**src/rtl/lock_code_fsm.sv**
```systemverilog
// lock_code_fsm: multi-digit code lock with failure counting, timed lockout and optional code re-programming
// Optional feature macro: LOCK_CODE_SET_EN (adds SETCODE state, code becomes writable while unlocked)
// Ports:
//   i_clk, i_rst_n                  clock, synchronous active-low reset
//   i_digit_vld, i_digit            keyed digit pulse and value
//   i_enter_trig, i_clear_trig      submit / discard entry pulses
//   i_lock_trig, i_set_trig         relock-abort / enter code-set mode pulses
//   o_unlocked, o_fail, o_lockout   status (fail is a one-cycle pulse)
//   o_entry_cnt, o_entry_buf        buffered digit count and digits, newest in LSBs
module lock_code_fsm #(
  parameter int DIGITS = 4,
  parameter int DIG_W = 4,
  parameter int MAX_TRIES = 3,
  parameter int LOCKOUT_CYC = 50000000,
  parameter logic [DIGITS*DIG_W-1:0] DEFAULT_CODE = 16'h1234
) (
  input  logic                          i_clk,
  input  logic                          i_rst_n,
  input  logic                          i_digit_vld,
  input  logic [DIG_W-1:0]              i_digit,
  input  logic                          i_enter_trig,
  input  logic                          i_clear_trig,
  input  logic                          i_lock_trig,
  input  logic                          i_set_trig,
  output logic                          o_unlocked,
  output logic                          o_fail,
  output logic                          o_lockout,
  output logic [$clog2(DIGITS+1)-1:0]   o_entry_cnt,
  output logic [DIGITS*DIG_W-1:0]       o_entry_buf
);
  localparam int W = DIGITS * DIG_W;
  localparam int CW = $clog2(DIGITS + 1);
  localparam int FW = $clog2(MAX_TRIES + 1);
  localparam int TW = $clog2(LOCKOUT_CYC + 1);
  typedef enum logic [1:0] {S_LOCKED, S_UNLOCKED, S_LOCKOUT, S_SETCODE} state_t;
  state_t r_state;
  logic [W-1:0] r_buf;
  logic [CW-1:0] r_cnt;
  logic [FW-1:0] r_fail_cnt;
  logic [TW-1:0] r_timer;
  logic r_unlocked, r_fail, r_lockout;
  logic [W-1:0] w_code;
  logic w_full, w_match;
`ifdef LOCK_CODE_SET_EN
  logic [W-1:0] r_code;
  assign w_code = r_code;
`else
  logic w_unused;
  assign w_unused = i_set_trig;
  assign w_code = DEFAULT_CODE;
`endif
  assign w_full = r_cnt == CW'(DIGITS);
  assign w_match = w_full && (r_buf == w_code);
  assign o_unlocked = r_unlocked;
  assign o_fail = r_fail;
  assign o_lockout = r_lockout;
  assign o_entry_cnt = r_cnt;
  assign o_entry_buf = r_buf;
  always_ff @(posedge i_clk) begin
    if (!i_rst_n) begin
      r_state <= S_LOCKED;
      r_buf <= '0;
      r_cnt <= '0;
      r_fail_cnt <= '0;
      r_timer <= '0;
      r_unlocked <= 1'b0;
      r_fail <= 1'b0;
      r_lockout <= 1'b0;
`ifdef LOCK_CODE_SET_EN
      r_code <= DEFAULT_CODE;
`endif
    end else begin
      r_fail <= 1'b0;
      case (r_state)
        S_LOCKED: begin
          // lock_trig has no effect here but still outranks the other inputs
          if (!i_lock_trig) begin
            if (i_enter_trig) begin
              r_buf <= '0;
              r_cnt <= '0;
              if (w_match) begin
                r_state <= S_UNLOCKED;
                r_unlocked <= 1'b1;
                r_fail_cnt <= '0;
              end else begin
                r_fail <= 1'b1;
                if (r_fail_cnt == FW'(MAX_TRIES - 1)) begin
                  r_state <= S_LOCKOUT;
                  r_lockout <= 1'b1;
                  r_timer <= TW'(LOCKOUT_CYC - 1);
                  r_fail_cnt <= '0;
                end else begin
                  r_fail_cnt <= r_fail_cnt + FW'(1);
                end
              end
            end else if (i_clear_trig) begin
              r_buf <= '0;
              r_cnt <= '0;
            end else if (i_digit_vld && !w_full) begin
              r_buf <= (r_buf << DIG_W) | W'(i_digit);
              r_cnt <= r_cnt + CW'(1);
            end
          end
        end
        S_UNLOCKED: begin
          if (i_lock_trig) begin
            r_state <= S_LOCKED;
            r_unlocked <= 1'b0;
            r_buf <= '0;
            r_cnt <= '0;
          end else if (!i_enter_trig && i_clear_trig) begin
            r_buf <= '0;
            r_cnt <= '0;
          end
`ifdef LOCK_CODE_SET_EN
          else if (!i_enter_trig && i_set_trig) begin
            r_state <= S_SETCODE;
            r_buf <= '0;
            r_cnt <= '0;
          end
`endif
        end
        S_LOCKOUT: begin
          // timer was loaded with LOCKOUT_CYC-1, so lockout spans LOCKOUT_CYC cycles
          if (r_timer == '0) begin
            r_state <= S_LOCKED;
            r_lockout <= 1'b0;
          end else begin
            r_timer <= r_timer - TW'(1);
          end
        end
`ifdef LOCK_CODE_SET_EN
        S_SETCODE: begin
          if (i_lock_trig) begin
            r_state <= S_LOCKED;
            r_unlocked <= 1'b0;
            r_buf <= '0;
            r_cnt <= '0;
          end else if (i_enter_trig) begin
            r_buf <= '0;
            r_cnt <= '0;
            if (w_full) begin
              r_code <= r_buf;
              r_state <= S_UNLOCKED;
            end else begin
              r_fail <= 1'b1;
            end
          end else if (i_clear_trig) begin
            r_buf <= '0;
            r_cnt <= '0;
          end else if (i_digit_vld && !w_full) begin
            r_buf <= (r_buf << DIG_W) | W'(i_digit);
            r_cnt <= r_cnt + CW'(1);
          end
        end
`endif
        default: begin
          r_state <= S_LOCKED;
          r_unlocked <= 1'b0;
          r_lockout <= 1'b0;
        end
      endcase
    end
  end
endmodule

```
**config.mk**
```make
export PLATFORM = sky130hd
export DESIGN_NAME = lock_code_fsm
export DESIGN_NICKNAME = d
export VERILOG_FILES = /design/src/rtl/lock_code_fsm.sv
export SDC_FILE = /design/constraint.sdc
export NUM_CORES = 1
export LEC_CHECK = 0
export ABC_AREA = 1
export ABC_CLOCK_PERIOD_IN_PS = 2300
export BUFFER_PORTS_ARGS = -buffer_cell sky130_fd_sc_hd__buf_2
export CORE_MARGIN = 3
export CORE_UTILIZATION = 50
export DETAILED_ROUTE_END_ITERATION = 16
export PLACE_DENSITY = 0.77
export SETUP_SLACK_MARGIN = 0.02
export SLEW_MARGIN = 20
export SYNTH_ARGS = -nofsm -noshare
export SYNTH_HDL_FRONTEND = slang
export SYNTH_SLANG_ARGS = --single-unit
export TNS_END_PERCENT = 100
```
**constraint.sdc**
```tcl
create_clock -name i_clk -period 2.3 [get_ports i_clk]
set_input_delay 0.345 -clock i_clk [delete_from_list [all_inputs] [get_ports i_clk]]
set_output_delay 0.345 -clock i_clk [all_outputs]
set_load 0.1 [all_outputs]
```
==> results.sh <==
export IMPL_skew_ns=0.0105
export IMPL_maxSlewViolCount=0
export IMPL_synth_nets=506
export IMPL_yosysSeqAreaShare_pct=33.5
export IMPL_clock_latency_ns=0.32
export IMPL_overflow=0
export IMPL_row_count=28
export IMPL_routed_top_layer="met4"
export IMPL_start_util_pct=52.1
export IMPL_tritoncts="done"
export IMPL_startpoint_type="flip-flop"
export IMPL_drt_pass1_iterations=6
export IMPL_period_needed_ns=2.02
export IMPL_power_density_nw_per_um2=542
export IMPL_reg2reg_from="o_entry_cnt[0]"
export IMPL_ant_nets=0
export IMPL_wl_um=7250
export IMPL_p_sw_share_pct=33.5
export IMPL_die_y_um=84.8
export IMPL_critPathLaunch="o_entry_cnt[0]"
export IMPL_antennaDiodeCount=0
export IMPL_nets=534
export IMPL_cp_end_kind="flip-flop"
export IMPL_num_vias=3106
export IMPL_synth_area_um2=3110
export IMPL_clkSinkCount=52
export IMPL_final_cells=596
export IMPL_io_pins=33
export IMPL_wl_per_cell_um=12.2
export IMPL_dp_hpwl_um=5320
export IMPL_drc=0
export IMPL_required_ns=2.55
export IMPL_numCtsBuffers=5
export IMPL_final_hold_viol_count=0
export IMPL_holdCritStartpoint="i_digit[0]"
export IMPL_drive_gt1_share_pct=15.9
export IMPL_routedLengthMet1_um=3340
export IMPL_cts_hold_fix_buffers=0
export IMPL_synth_area_leaders="dfxtp_1 34%, nand2_1 16%, nor2_1 11%, nand3_1 9.8%, inv_1 5.8%"
export IMPL_switchingPower_w=0.000619
export IMPL_port_buffers=31
export IMPL_vdd_drop_max_uv=332
export IMPL_fin_hold_ws_ns=0.263
export IMPL_syn_inst=492
export IMPL_min_period_over_period_pct=87.7
export IMPL_core_area_um2=5960
export IMPL_synth_flop_cell="dfxtp_1"
export IMPL_wl_met2_um=3490
export IMPL_p_comb_share_pct=19.0
export IMPL_power_leakage_nw=1.61
export IMPL_critPathArrivalTime_ns=2.27
export IMPL_synth_common_cells="130 x nand2_1, 87 x nor2_1, 61 x nand3_1"
export IMPL_met3_length_um=317
export IMPL_grt_max_degree=28
export IMPL_ys_warn_count=0
export IMPL_worst_setup_path_type="reg -> reg"
export IMPL_syn_avg_cell_area_um2=6.31
export IMPL_tightest_slew_ns=0.628
export IMPL_synth_cell_type_count=32
export IMPL_htreeDepth=2
export IMPL_p_int_w=0.00123
export IMPL_netlist_area_leader_share_pct=33.5
export IMPL_p_clk_share_pct=30.2
export IMPL_critPathMaxFanout=27
export IMPL_final_core_util_pct=57.3
export IMPL_cts_max_path_buffers=2
export IMPL_slew_headroom_pct=58.1
export IMPL_hold_path_class="in -> reg"
export IMPL_gp_congestion=0.894
export IMPL_area_growth_pct=9.95
export IMPL_cap_viol_max_count=0
export IMPL_synth_most_common_cell="nand2_1"
export IMPL_cts_clk_slew_worst_paths_ns=0.11
export IMPL_antenna_found_initial=0
export IMPL_drt_iter0_drc=215
export IMPL_placedCellCount=588
export IMPL_async_flop_share_pct=0
export IMPL_grt_pass1_wl_um=12600
export IMPL_synth_edf_count=0
export IMPL_grt_pass1_vias=2846
export IMPL_finalPower_w=0.00185
export IMPL_fmax_mhz=496
export IMPL_tns_ns=0
export IMPL_rsz0062_at_grt="false"
export IMPL_grtUsageTotal_pct=21.0
export IMPL_die_w_um=84.8
export IMPL_cts_resized=0
export IMPL_cts_root_buf="clkbuf_8"
export IMPL_ys_ff_latch=52
export IMPL_status="completed"
export IMPL_setup_viol=0
export IMPL_post_cts_buffers=0
export IMPL_seqPwrFrac_pct=50.9
export IMPL_dieArea_um2=7190
export IMPL_via_per_inst=5.21
export IMPL_synth_top_cell_by_area="dfxtp_1"
==> kinds of logic after synthesis <==
group | after synthesis | synth area share [%]
fa+ha+maj | 3 | 1.21
xor+xnor | 2 | 0.564
compound gates | 59 | 12.3
buf+inv | 69 | 9.31
simple gates | 307 | 43.1
flops | 52 | 33.5
==> path summary, 6_finish.rpt <==
path / depth (start not counted) / slack, ns / endpoint
worst min-delay path: 3 / 0.26 / o_entry_buf[0]
worst min register to register: 2 / 0.47 / o_unlocked
worst max-delay path: 11 / 0.28 / r_timer[18]
worst max register to register: 11 / 0.28 / r_timer[18]
==> flip-flops by register name (all words and copies together), names as in the netlist <==
name	flops
o_entry_cnt	3
o_unlocked	1
r_timer	26
r_state	2
o_lockout	1
o_entry_buf	16
r_fail_cnt	2
o_fail	1
==> stage by stage <==
step | worst slack [ns] | area (um2)
floorplan | 0.146 | 3110
global placement | 0.374 | 3320
detailed placement | 0.327 | 3320
CTS | 0.299 | 3410
global route | 0.0873 | 3410
finish | 0.282 | 3410
==> critical path: stages, from the launching register on <==
cell and delay, ns:
dfxtp_2 0.35, inv_1 0.07, ha_1 0.15, nand2_1 0.07, nand3b_1 0.15, nor2_1 0.21
nand3_1 0.10, nand2_1 0.14, inv_2 0.22, nand2_8 0.25, nand2_1 0.07, a21oi_1 0.15
==> power groups by stage <==
stage,combinational [W],sequential [W],clock (W)
2_1_floorplan,0.000166,0.00108,0
3_3_place_gp,0.000345,0.000960,0
3_5_place_dp,0.000351,0.000961,0
4_1_cts,0.000352,0.000940,0.000570
5_1_grt,0.000385,0.000944,0.000604
6_report,0.000350,0.000940,0.000558
==> layer usage <==
layer,track usage [%],up-vias
met5,0,-
met4,7.19,0
met3,3.50,10
met2,36.7,70
met1,26.3,1407
li1,-,1619
==> cell type report <==
class	count	area, um2
clock buffer	6	72.6
clock inverter	2	17.5
fill	598	2540
inverter	53	199
multi-input combinational	371	1780
sequential	52	1040
tap	75	93.8
timing repair buffer	37	213
==> layout by cell type (no fill, tap or decap), drive strengths merged <==
master,synthesis,layout
a211oi,1,1
a21oi,34,34
buf,12,37
clkbuf,4,6
clkinv,1,1
dfxtp,52,52
ha,3,3
inv,52,54
nand2,134,134
nand3,61,61
nand3b,5,5
nand4,9,9
nor2,94,94
nor3,2,2
o21a,1,1
o21ai,22,22
o31ai,1,1
or2,2,2
xnor2,1,1
xor2,1,1
Power figures use the tool's default switching activity.
